[src/rtl/mem_arbiter_pkg.sv]
`default_nettype none
// ----------------------------------------------------------------------------
// Module      : mem_arbiter_pkg
// Description : Shared FSM state encoding and data-port request codes.
// Revision    : 1.0 - initial release
// ----------------------------------------------------------------------------
package mem_arbiter_pkg;

    localparam logic [1:0] c_ST_IDLE    = 2'd0;
    localparam logic [1:0] c_ST_BUSY_IF = 2'd1;
    localparam logic [1:0] c_ST_BUSY_D  = 2'd2;

    // Same encoding as the decoder's mem_rw output; 2'b11 is treated as no request.
    localparam logic [1:0] c_RW_NONE  = 2'b00;
    localparam logic [1:0] c_RW_LOAD  = 2'b01;
    localparam logic [1:0] c_RW_STORE = 2'b10;

    function automatic logic rw_is_access(input logic [1:0] rw);
        return (rw == c_RW_LOAD) || (rw == c_RW_STORE);
    endfunction

endpackage
`default_nettype wire

[src/rtl/mem_timeout_ctr.sv]
`default_nettype none
// ----------------------------------------------------------------------------
// Module      : mem_timeout_ctr
// Description : Busy-cycle wait counter flagging the last allowed cycle.
// Revision    : 1.0 - initial release
// ----------------------------------------------------------------------------
module mem_timeout_ctr #(
    parameter int TIMEOUT = 16
) (
    input  logic clk,
    input  logic rst,
    input  logic clear,
    input  logic inc,
    output logic expired
);

    localparam int c_W = (TIMEOUT > 2) ? $clog2(TIMEOUT) : 1;

    logic [c_W-1:0] r_count;

    always_ff @(posedge clk) begin
        if (rst || clear) begin
            r_count <= '0;
        end else if (inc) begin
            r_count <= r_count + c_W'(1);
        end
    end

    assign expired = (r_count == c_W'(TIMEOUT - 1));

endmodule
`default_nettype wire

[src/rtl/mem_arbiter.sv]
`default_nettype none
// ----------------------------------------------------------------------------
// Module      : mem_arbiter
// Description : Fetch/data arbiter onto a single memory port with timeout.
// Revision    : 1.0 - initial release
// ----------------------------------------------------------------------------
module mem_arbiter
    import mem_arbiter_pkg::*;
#(
    parameter int STARVE_LIMIT = 4,
    parameter int TIMEOUT      = 16
) (
    input  logic        clk,
    input  logic        rst,
    input  logic        if_req,
    input  logic [31:0] if_addr,
    output logic        if_done,
    output logic [31:0] if_rdata,
    input  logic [1:0]  d_mem_rw,
    input  logic [31:0] d_addr,
    input  logic [31:0] d_wdata,
    output logic        d_done,
    output logic [31:0] d_rdata,
    output logic        err,
    output logic        mem_req,
    output logic        mem_we,
    output logic [31:0] mem_addr,
    output logic [31:0] mem_wdata,
    input  logic        mem_ack,
    input  logic [31:0] mem_rdata
);

    localparam int c_SW = $clog2(STARVE_LIMIT + 1);

    logic [1:0]      r_state;
    logic [c_SW-1:0] r_starve;

    logic w_busy;
    logic w_d_pend;
    logic w_idle_ok;
    logic w_starved;
    logic w_grant_if;
    logic w_grant_d;
    logic w_ack;
    logic w_expired;
    logic w_timeout;

    assign w_busy    = (r_state == c_ST_BUSY_IF) || (r_state == c_ST_BUSY_D);
    assign w_d_pend  = rw_is_access(d_mem_rw);
    // Requesters still see their done pulse this cycle, so nothing is granted yet.
    assign w_idle_ok = (r_state == c_ST_IDLE) && !if_done && !d_done;
    assign w_starved = (r_starve == c_SW'(STARVE_LIMIT));

    assign w_grant_if = w_idle_ok && if_req && (w_starved || !w_d_pend);
    assign w_grant_d  = w_idle_ok && w_d_pend && !w_grant_if;
    assign w_ack      = w_busy && mem_ack;
    assign w_timeout  = w_busy && !mem_ack && w_expired;

    mem_timeout_ctr #(
        .TIMEOUT (TIMEOUT)
    ) u_timeout (
        .clk     (clk),
        .rst     (rst),
        .clear   (w_grant_if || w_grant_d),
        .inc     (w_busy && !mem_ack),
        .expired (w_expired)
    );

    always_ff @(posedge clk) begin
        if (rst) begin
            r_state   <= c_ST_IDLE;
            r_starve  <= '0;
            mem_req   <= 1'b0;
            mem_we    <= 1'b0;
            mem_addr  <= '0;
            mem_wdata <= '0;
            if_done   <= 1'b0;
            d_done    <= 1'b0;
            err       <= 1'b0;
            if_rdata  <= '0;
            d_rdata   <= '0;
        end else begin
            if_done <= 1'b0;
            d_done  <= 1'b0;
            err     <= 1'b0;
            case (r_state)
                c_ST_IDLE: begin
                    if (w_grant_if) begin
                        r_state   <= c_ST_BUSY_IF;
                        r_starve  <= '0;
                        mem_req   <= 1'b1;
                        mem_we    <= 1'b0;
                        mem_addr  <= if_addr;
                        mem_wdata <= '0;
                    end else if (w_grant_d) begin
                        r_state   <= c_ST_BUSY_D;
                        mem_req   <= 1'b1;
                        mem_we    <= (d_mem_rw == c_RW_STORE);
                        mem_addr  <= d_addr;
                        mem_wdata <= (d_mem_rw == c_RW_STORE) ? d_wdata : '0;
                        if (if_req && !w_starved) begin
                            r_starve <= r_starve + c_SW'(1);
                        end
                    end
                end
                c_ST_BUSY_IF, c_ST_BUSY_D: begin
                    // An ack arriving on the last allowed cycle wins over the timeout.
                    if (w_ack || w_timeout) begin
                        r_state <= c_ST_IDLE;
                        mem_req <= 1'b0;
                        err     <= w_timeout;
                        if (r_state == c_ST_BUSY_IF) begin
                            if_done  <= 1'b1;
                            if_rdata <= w_ack ? mem_rdata : '0;
                        end else begin
                            d_done  <= 1'b1;
                            d_rdata <= (w_ack && !mem_we) ? mem_rdata : '0;
                        end
                    end
                end
                default: begin
                    r_state <= c_ST_IDLE;
                    mem_req <= 1'b0;
                end
            endcase
        end
    end

endmodule
`default_nettype wire

[config.mk]
export PLATFORM = sky130hd
export DESIGN_NAME = mem_arbiter
export DESIGN_NICKNAME = d
export VERILOG_FILES = /design/src/rtl/mem_arbiter_pkg.sv /design/src/rtl/mem_timeout_ctr.sv /design/src/rtl/mem_arbiter.sv
export SDC_FILE = /design/constraint.sdc
export NUM_CORES = 1
export LEC_CHECK = 0
export CAP_MARGIN = 20
export CORE_AREA = 2 2 164 86
export CTS_BUF_LIST = sky130_fd_sc_hd__clkbuf_16
export CTS_CLUSTER_SIZE = 20
export DETAILED_ROUTE_END_ITERATION = 6
export DIE_AREA = 0 0 166 88
export PLACE_DENSITY = 0.8
export SLEW_MARGIN = 0
export SYNTH_ARGS = -nofsm -noshare
export SYNTH_HDL_FRONTEND = slang
export SYNTH_SLANG_ARGS = --single-unit
[constraint.sdc]
create_clock -name clk -period 2.8 [get_ports clk]
set_clock_uncertainty 0.15 [all_clocks]
set_input_delay 0.42 -clock clk [delete_from_list [all_inputs] [get_ports clk]]
set_output_delay 0.42 -clock clk [all_outputs]
set_load 0.02 [all_outputs]
# After elaboration in Yosys (flattened, before gate mapping)
# Cells that the tools add are included.
[op_classes]
mux = 22
reduce_logical = 34
eq_ne = 8
bitwise_logic = 3
n_addsub = 2
[ops]
columns = ["op", "count"]
rows = [
  ["$mux W32", 7],
  ["$logic_and A1 B1 Y1", 11],
  ["$mux W3", 3],
  ["$reduce_and A3 Y1", 3],
  ["$logic_not A1 Y1", 7],
  ["$mux W1", 7],
  ["$logic_or A1 B1 Y1", 6],
  ["$mux W2", 3],
  ["$add A4 B1 Y4 const B", 1],
  ["$eq A2 B1 Y1 const B", 2],
  ["$eq A2 B2 Y1 const B", 2],
  ["$eq A4 B4 Y1 const B", 1],
  ["$pmux W2 S2", 1],
  ["$reduce_and A2 Y1", 2],
  ["$reduce_bool A2 Y1", 2],
  ["$add A3 B1 Y3 const B", 1],
  ["$eq A3 B3 Y1 const B", 1],
  ["$ne A3 B3 Y1 const B", 1],
  ["$not A1 Y1", 3],
  ["$reduce_or A3 Y1", 1],
  ["$logic_not A2 Y1", 1],
  ["$ne A2 B2 Y1 const B", 1],
  ["$pmux W1 S2", 1],
  ["$reduce_or A2 Y1", 1],
]
[totals]
wordCells = 81
regBits = 142

# Logic depth before layout (Yosys ltp)
[logic_depth]
ltp_word = 10
ltp_mapped = 8
mapped_depth_nobuf = 6

# By module
# From an unflattened synthesis, not the netlist that was laid out.
[hier_totals]
hier_cells = 518
area_unflattened_um2 = 5400.2
[modules_own_cells]
columns = ["module", "area_each_um2", "instances", "cells_per_inst"]
rows = [
  ["mem_arbiter", 5206.2, 1, 500],
  ["mem_timeout_ctr", 193.9, 1, 18],
]

# Least setup slack after synthesis
# OpenSTA, ideal clock, no wires.
[synth_timing]
path_type = "input to register"
from = "input port d_mem_rw[0]"
to = "register mem_wdata[22]"
arrival_ps = 2050
n_path_buf = 2
setup_time_ps = 59
setup_slack_ps = 541
path_stages = 8
path_cell_list = "inv_1 > ha_1 > nor2b_1 > or4b_1 > buf_2 > nor3b_4 > buf_6 > a22o_1"
[synth_via]
elab_chain_len = 9
word_cells_on_any_way = 14
cone_classes = "2 x eq/ne; 3 x mux; 9 x reduce/logical"
[synth_rtl]
columns = ["item", "line", "rtl"]
rows = [
  ["start: declaration", "mem_arbiter.sv:19", "input logic [1:0] d_mem_rw,"],
  ["$eq A2 B1 Y1 or $eq A2 B2 Y1 (tied branches)", "mem_arbiter_pkg.sv:19, mem_arbiter.sv:100", ""],
  ["$logic_or A1 B1 Y1", "mem_arbiter_pkg.sv:19", "return (rw == c_RW_LOAD) || (rw == c_RW_STORE);"],
  ["$logic_not A1 Y1", "mem_arbiter.sv:54", "assign w_grant_if = w_idle_ok && if_req && (w_starved || !w_d_pend);"],
  ["$logic_or A1 B1 Y1", "mem_arbiter.sv:54", ""],
  ["$logic_and A1 B1 Y1", "mem_arbiter.sv:54", ""],
  ["$logic_not A1 Y1", "mem_arbiter.sv:55", "assign w_grant_d = w_idle_ok && w_d_pend && !w_grant_if;"],
  ["$logic_and A1 B1 Y1", "mem_arbiter.sv:55", ""],
  ["$reduce_bool A2 Y1 (no line)", "-", ""],
  ["$reduce_and A2 Y1 (no line)", "-", ""],
  ["end signal: assignment", "mem_arbiter.sv:100", "mem_wdata <= (d_mem_rw == c_RW_STORE) ? d_wdata : '0;"],
  ["end: declaration", "mem_arbiter.sv:28", "output logic [31:0] mem_wdata,"],
]
# Several ways; a longest one is shown, not always the timed one. The select of a mux whose other input is x is not followed.
# A chain may end at the register's enable or synchronous reset.

# Final worst setup path
[layout_timing]
from = "input port d_mem_rw[0]"
to = "register mem_addr[13]"
[layout_via]
elab_chain_len = 9
word_cells_on_any_way = 12
cone_classes = "2 x eq/ne; 1 x mux; 9 x reduce/logical"
[layout_rtl]
columns = ["item", "line", "rtl"]
rows = [
  ["$eq A2 B1 Y1 or $eq A2 B2 Y1 (tied branches)", "mem_arbiter_pkg.sv:19", ""],
  ["$logic_or A1 B1 Y1 *", "mem_arbiter_pkg.sv:19", ""],
  ["$logic_not A1 Y1", "mem_arbiter.sv:54", ""],
  ["$logic_or A1 B1 Y1", "mem_arbiter.sv:54", ""],
  ["$logic_and A1 B1 Y1", "mem_arbiter.sv:54", ""],
  ["$logic_not A1 Y1", "mem_arbiter.sv:55", ""],
  ["$logic_and A1 B1 Y1", "mem_arbiter.sv:55", ""],
  ["$reduce_bool A2 Y1 (no line)", "-", ""],
  ["$reduce_and A2 Y1 (no line)", "-", ""],
  ["end signal: assignment", "mem_arbiter.sv:93", "mem_addr <= if_addr;"],
  ["end signal: assignment", "mem_arbiter.sv:99", "mem_addr <= d_addr;"],
  ["end: declaration", "mem_arbiter.sv:27", "output logic [31:0] mem_addr,"],
]
# Every way passes the cells marked *; elsewhere a longest branch is shown, timed or not.

==> results.yml <==
placed_design:
  post-dp-hpwl_microns: 12200
  dp_cells: 915
  portBuffers: 266
  gp_congestion: 0.898
worst_setup_path:
  crit_type: "in2reg"
  path_max_fanout: 30
  cp-endpoint: "mem_addr[13]$_SDFFE_PP0P_"
  crit_path_end_kind: "register"
  rr_worst_depth: 5
  crit_chain: "clkdlybuf4s50_1, inv_1, ha_1, nor2b_1, nor2_1, a21oi_4, buf_4, o2bb2ai_1"
  reg2reg_setup_slack_ns: 0.63
  crit_required_ns: 2.97
  r2r_start: "u_timeout.r_count[0]$_SDFFE_PP0P_"
  timing.rr.end: "d_rdata[2]$_SDFFE_PP0P_"
  crit_start: "d_mem_rw[0]"
  crit_arrival_ns: 2.65
  cp_slowest_stage_delay_ns: 0.48
  slowest_stage: "clkdlybuf4s50_1"
  start_kind: "input port"
final_layout:
  antenna_cells: 0
  finalNetCount: 898
  stdcell_count: 947
  drive_gt1_share_pct: 6.36
  fillerInstances: 1000
  syn_to_final_growth_pct: 65.9
floorplan:
  io_pins: 267
  die_h_microns: 88
  num_rows: 30
  core-area_sq_um: 13200
  die_w_microns: 166
  initial_core_util_pct: 39.3
  die_area_sq_um: 14600
cts:
  clock_latency_ns: 0.40
  clock-sinks: 142
  clk_pin_slew_ns: 0.06
  clock_path_buffers: 2
  htreeDepth: 4
  ctsResizeCount: 0
  post_cts_buffers: 0
  tritoncts: "done"
  root_buffer: "clkbuf_16"
  cts_buffers: 17
  hold_buffers: 0
timing:
  period_needed_ns: 2.48
  rsz0062_at_grt: "false"
  drv_slew: 0
  fmax_mhz: 403
  maxSlewHeadroom_pct: 48.3
  setup_viol: 0
  worst_slew_pin_slew_ns: 0.776
  hold_violations: 0
  finalCritPeriodShare_pct: 88.7
logic_synthesis:
  yosys-top-cells-area: "dfxtp_1 (55%), mux2i_1 (6.4%), a22o_1 (5.4%), o2bb2ai_1 (5.4%), a22oi_1 (4.6%)"
  synth_edf_count: 0
  synth_seq_cells: 142
  ys_warn_count: 0
  synth_common_cells: "dfxtp_1 (142), nor2_1 (38), nand2_1 (37), a21oi_1 (36), clkbuf_1 (36)"
  synthesis.nets: 647
  yosys.area.top_type: "dfxtp_1"
  yosysMostFrequentCell: "dfxtp_1"
  ys_seq_area_share_pct: 55.0
  synthesis.instances: 507
  netlist_area_sq_um: 5170
  synth_area_per_cell_sq_um: 10.2
  ys.flop_type: "dfxtp_1"
  synthDistinctLibCells: 36
  synthArstFlopShare_pct: 0
  yosysTopAreaCellShare_pct: 55.0
global_routing:
  grt_pass1_wl_microns: 26300
  track_usage_pct: 23.0
  grt-ovfl-total: 0
  antenna_found_initial: 0
  grt_max_degree: 73
  grt_pass1_vias: 4741
drt:
  wl_per_cell_microns: 18.1
  vias: 4861
  drc: 0
  wl_microns: 17200
  drt-pass1-iter-count: 5
  drtIter0Drc: 317
  avgViaCountPerCell: 5.13
  antenna_left: 0
power_and_ir_drop:
  powerDensity_nw_per_um2: 725
  finalPower_mw: 6.22
  worst_ir_drop_vdd_v: 0.000400
  leakage_nw: 3.07
min_path:
  hp-class: "in2reg"
run_status:
  status: "finished clean"
flow_run:
  maxCapViolations: 0
==> power breakdown <==
group / leakage, nW / total [mW] / internal (mW) / switching (mW)
logic: 1.63 / 1.59 / 0.736 / 0.849
clock network: 0.290 / 2.30 / 1.35 / 0.955
registers: 1.15 / 2.33 / 2.22 / 0.111
total: 3.07 / 6.22 / 4.30 / 1.92
==> flip-flops by register name, summed over array words and instances, names as in the netlist <==
register           count
mem_wdata             32
mem_addr              32
if_rdata              32
d_rdata               32
err                    1
r_starve               3
d_done                 1
u_timeout.r_count      4
mem_req                1
r_state                2
if_done                1
mem_we                 1
==> critical path: cells and delay by family <==
family,cells,cell delay [ns]
fa+ha+maj,1,0.30
buf+inv,3,0.94
simple gates,2,0.33
compound gates,2,0.64
==> through the flow <==
step                util [%]  cell area [sq um]  TNS, ns  hold WS (ns)  setup WS [ns]
global route            65.1               8580        0         0.140          0.198
detailed placement      60.6               7980   -0.108         0.293        -0.0316
floorplan                  -               5170        0         0.300          0.541
finish                  65.1               8580        0         0.146          0.317
CTS                     65.1               8580        0         0.127          0.330
global placement        60.6               7980        0         0.288         0.0911
==> layer usage <==
layer  global-route usage (%)  wire, microns  vias to the layer above
met5                        0              0                        -
met4                     6.88             92                        0
met1                     28.3           7470                     2330
met2                     36.9           8000                      188
met3                     10.4           1630                        6
li1                         -              -                     2337
==> cells by family (layout without fill, tap and decap cells) <==
| kind of cell | Yosys count | after routing | share of synthesized area [%] |
|---|---|---|---|
| flops | 142 | 142 | 55.0 |
| compound gates | 139 | 139 | 19.9 |
| simple gates | 132 | 132 | 12.1 |
| buf+inv | 50 | 314 | 4.33 |
| mux | 33 | 33 | 6.39 |
| fa+ha+maj | 6 | 6 | 1.45 |
| xor+xnor | 5 | 5 | 0.847 |
==> final cells by class <==
type / instances / area (sq um) / area share (%)
Clock buffer: 17 / 425 / 4.96
Clock inverter: 15 / 176 / 2.06
Inverter: 6 / 22.5 / 0.262
Multi-Input combinational cell: 315 / 2130 / 24.8
Sequential cell: 142 / 2840 / 33.1
Tap cell: 176 / 220 / 2.57
Timing Repair Buffer: 276 / 2770 / 32.3
==> cell usage in the layout (no fill, tap or decap), drive strengths merged, types with 2 or more instances in the layout <==
cell type and instances:
nor3 4, inv 14, nor2 38, and2 4
nand3 33, xor2 2, clkinvlp 2, a22oi 32
a22o 32, clkbuf 17, clkinv 3, nor3b 2
mux2i 33, o2bb2ai 32, nor2b 4, dfxtp 142
nand2 37, buf 11, ha 6, or4b 2
and2b 2, clkdlybuf4s50 265, a21oi 36, bufinv 2
xnor2 3, o21ai 2
==> worst min-delay path by stage <==
stage / startpoint / endpoint / slack (ns) / cells past startpoint
2_1_floorplan: r_state[1]$_SDFFE_PP0P_ / r_state[1]$_SDFFE_PP0P_ / 0.30 / 2
3_3_place_gp: d_rdata[12]$_SDFFE_PP0P_ / d_rdata[12]$_SDFFE_PP0P_ / 0.29 / 2
3_5_place_dp: d_rdata[18]$_SDFFE_PP0P_ / d_rdata[18]$_SDFFE_PP0P_ / 0.29 / 2
4_1_cts: rst / r_starve[1]$_SDFFE_PP0P_ / 0.13 / 2
5_1_grt: rst / r_starve[1]$_SDFFE_PP0P_ / 0.14 / 2
6_report: rst / r_starve[1]$_SDFFE_PP0P_ / 0.15 / 2
Power figures use the tool's default switching activity.
==> RTL change, RTL diff (same settings) <==
Reset style: asynchronous (`rst`), changed in one clocked block.
--- a/src/rtl/mem_arbiter.sv
+++ b/src/rtl/mem_arbiter.sv
@@ -67,5 +67,5 @@
     );
 
-    always_ff @(posedge clk) begin
+    always_ff @(posedge clk or posedge rst) begin
         if (rst) begin
             r_state   <= c_ST_IDLE;
Behaviour: differs if rst is asserted again (counterexample within 4 cycles, from zero or initial values and one cycle with rst high); with rst held inactive, the same outputs for 4 cycles.
==> RTL change against the original RTL <==
- first-iteration DRC count fell by 7.9%
- register-to-register slack gained 30 ps
- routed wire length increased by 4.0%
- critical path depth shrank 7
- synthesized area is 11% higher
- sequential share of layout area up 5.3 points
- design area grew 7.1%
- setup slack improved by 340 ps
- sequential cell count is the same
- largest cell class unchanged
Power is not compared: it rests on default switching activity, and its combinational part moved more than twofold at a synthesized area within 25%.
==> RTL change: results (changes against the original RTL) <==
Run status
  • Status: finished clean (unchanged)

Worst setup path
  • Reg2Reg Depth: 6 (was 5)
  • Start point of the critical path: d_done (was d_mem_rw[0])
  • Max incr delay on CP: 680 ps (was 480 ps)
  • CP max FO: 5 (was 30)
  • WP data arrival: 1570 ps (was 2650 ps)
  • RR Startpoint: r_state[0] (was u_timeout.r_count[0])
  • Reg2Reg Capture Point: mem_addr[8] (was d_rdata[2])
  • Worst reg-to-reg setup slack: 660 ps (was 630 ps)
  • CP top delay family: buffers and inverters (unchanged)
  • Slowest CP cell: clkdlybuf4s50_1 (unchanged)

Yosys
  • Sequential fraction of the synthesis area: 61.5% (was 55.0%)
  • Ys async rst share: 97.2% (was 0%)
  • Synth area leaders: dfrtp_1, a22o_1, a31oi_1, o21ai_0, nand3_1 (was dfxtp_1, mux2i_1, a22o_1, o2bb2ai_1, a22oi_1)
  • Post-Syn Nets: 616 (was 647)
  • YS warnings: 0 (unchanged)
  • Post-synth top cells: dfrtp_1, a22o_1, o21ai_0 (was dfxtp_1, nor2_1, nand2_1)
  • Syn Inst Count: 476 (was 507)
  • Distinct cells, synth: 39 (was 36)

GRT
  • M3 GR Usage: 8.18% (was 10.4%)
  • Vias in the first global route: 5235 (was 4741)
  • Largest net degree at the start of global routing: 96 (was 73)
  • M2 GR Usage: 38.9% (was 36.9%)
  • Gr usage total: 24.7% (was 23.0%)
  • Initial antenna violation count: 0 (unchanged)
  • GRT met1 Usage: 34.1% (was 28.3%)
  • First-pass GRT wire length: 28.7 mm (was 26.3 mm)

Clock network
  • Root Buffer: clkbuf_16 (unchanged)
  • CTS clk-pin slew, worst paths: 60 ps (about the same)
  • H-tree depth: 4 (unchanged)
  • CTS buffer count: 17 (unchanged)
  • Post-CTS Repair Setup Buffers: 0 (unchanged)
  • Clk Latency, worst-skew pair: 400 ps (about the same)
  • Post-cts resize count: 0 (unchanged)
  • CTS max path bufs: 2 (unchanged)

STA
  • Normalized max-slew margin: 62.7% (was 48.3%)
  • WHS: 354 ps (was 146 ps)

Place
  • Placed insts: 887 (was 915)
  • HPWL after DPL: 12.5 mm (was 12.2 mm)
  • Routability Congestion: 0.859 (was 0.898)
  • Place WS: 306 ps (was -31.6 ps)
  • PortBufs: 266 (unchanged)

Worst hold path
  • Hold Path Stages: 1 (was 2)
  • WHS Endpoint: d_rdata[1] (was r_starve[1])
  • Hold crit path type: register to register (was input pin to register)
  • Critical hold path startpoint: d_rdata[1] (was rst)

Route
  • Total Wirelength: 17.9 mm (was 17.2 mm)
  • Pre-antenna DRT Iters: 4 (was 5)
  • DR vias: 5085 (was 4861)
  • DR vias/cell: 5.53 (was 5.13)
  • Initial detailed-routing violation count: 292 (was 317)

Power
  • Leakage: 3.87 nW
  • Switching share of power: 38.0%
  • Maximum vdd drop: 0.619 mV

Layout
  • Share of post-route cells with drive strength above 1: 7.40% (was 6.36%)
  • # diodes: 0 (unchanged)
  • Nets@finish: 870 (was 898)
==> RTL change: per-layer routing <==
metal  wire (um)  vias to the layer above
li1            -                     2321
met1        8030                     2552
met2        8400                      206
met3        1370                        6
met4          71                        0
met5           0                        -
==> RTL change: cell type report <==
cell class                      instances  area (um2)
Fill cell                             949        3980
Sequential cell                       142        3530
Timing Repair Buffer                  282        2820
Multi-Input combinational cell        277        1980
Clock buffer                           17         425
Tap cell                              176         220
Clock inverter                         15         176
Inverter                               10        41.3
==> RTL change: metrics by stage <==
stage	power, W	cell area [um2]
5_1_grt	0.0112	9200
2_1_floorplan	0.00598	5750
4_1_cts	0.0107	9200
3_5_place_dp	0.00833	8590
3_3_place_gp	0.00818	8590
6_report	0.0106	9200
==> RTL change: worst max-delay path by stage <==
stage	to	slack (ps)
2_1_floorplan	d_done	510
3_3_place_gp	mem_wdata[8]	380
3_5_place_dp	mem_wdata[24]	310
4_1_cts	d_done	640
5_1_grt	mem_wdata[20]	480
6_report	d_done	660
==> RTL change: cells by family (layout without fill, tap and decap cells) <==
| kind of cell | after synthesis | count (layout) | share of synthesized area (%) |
|---|---|---|---|
| AO/OA/AOI/OAI | 210 | 210 | 26.2 |
| XOR/XNOR | 2 | 2 | 0.305 |
| adder cells (fa/ha/maj) | 6 | 6 | 1.31 |
| buffers and inverters | 57 | 324 | 4.62 |
| flip-flops | 142 | 142 | 61.5 |
| multiplexers | 2 | 2 | 0.370 |
| AND/OR/NAND/NOR | 57 | 57 | 5.75 |
==> RTL change: power groups by stage <==
stage / registers, W / clock network (W) / logic, W
floorplan: 0.00423 / 0 / 0.00175
global placement: 0.00334 / 0 / 0.00484
detailed placement: 0.00336 / 0 / 0.00497
CTS: 0.00336 / 0.00233 / 0.00497
global route: 0.00345 / 0.00244 / 0.00528
finish: 0.00336 / 0.00229 / 0.00495
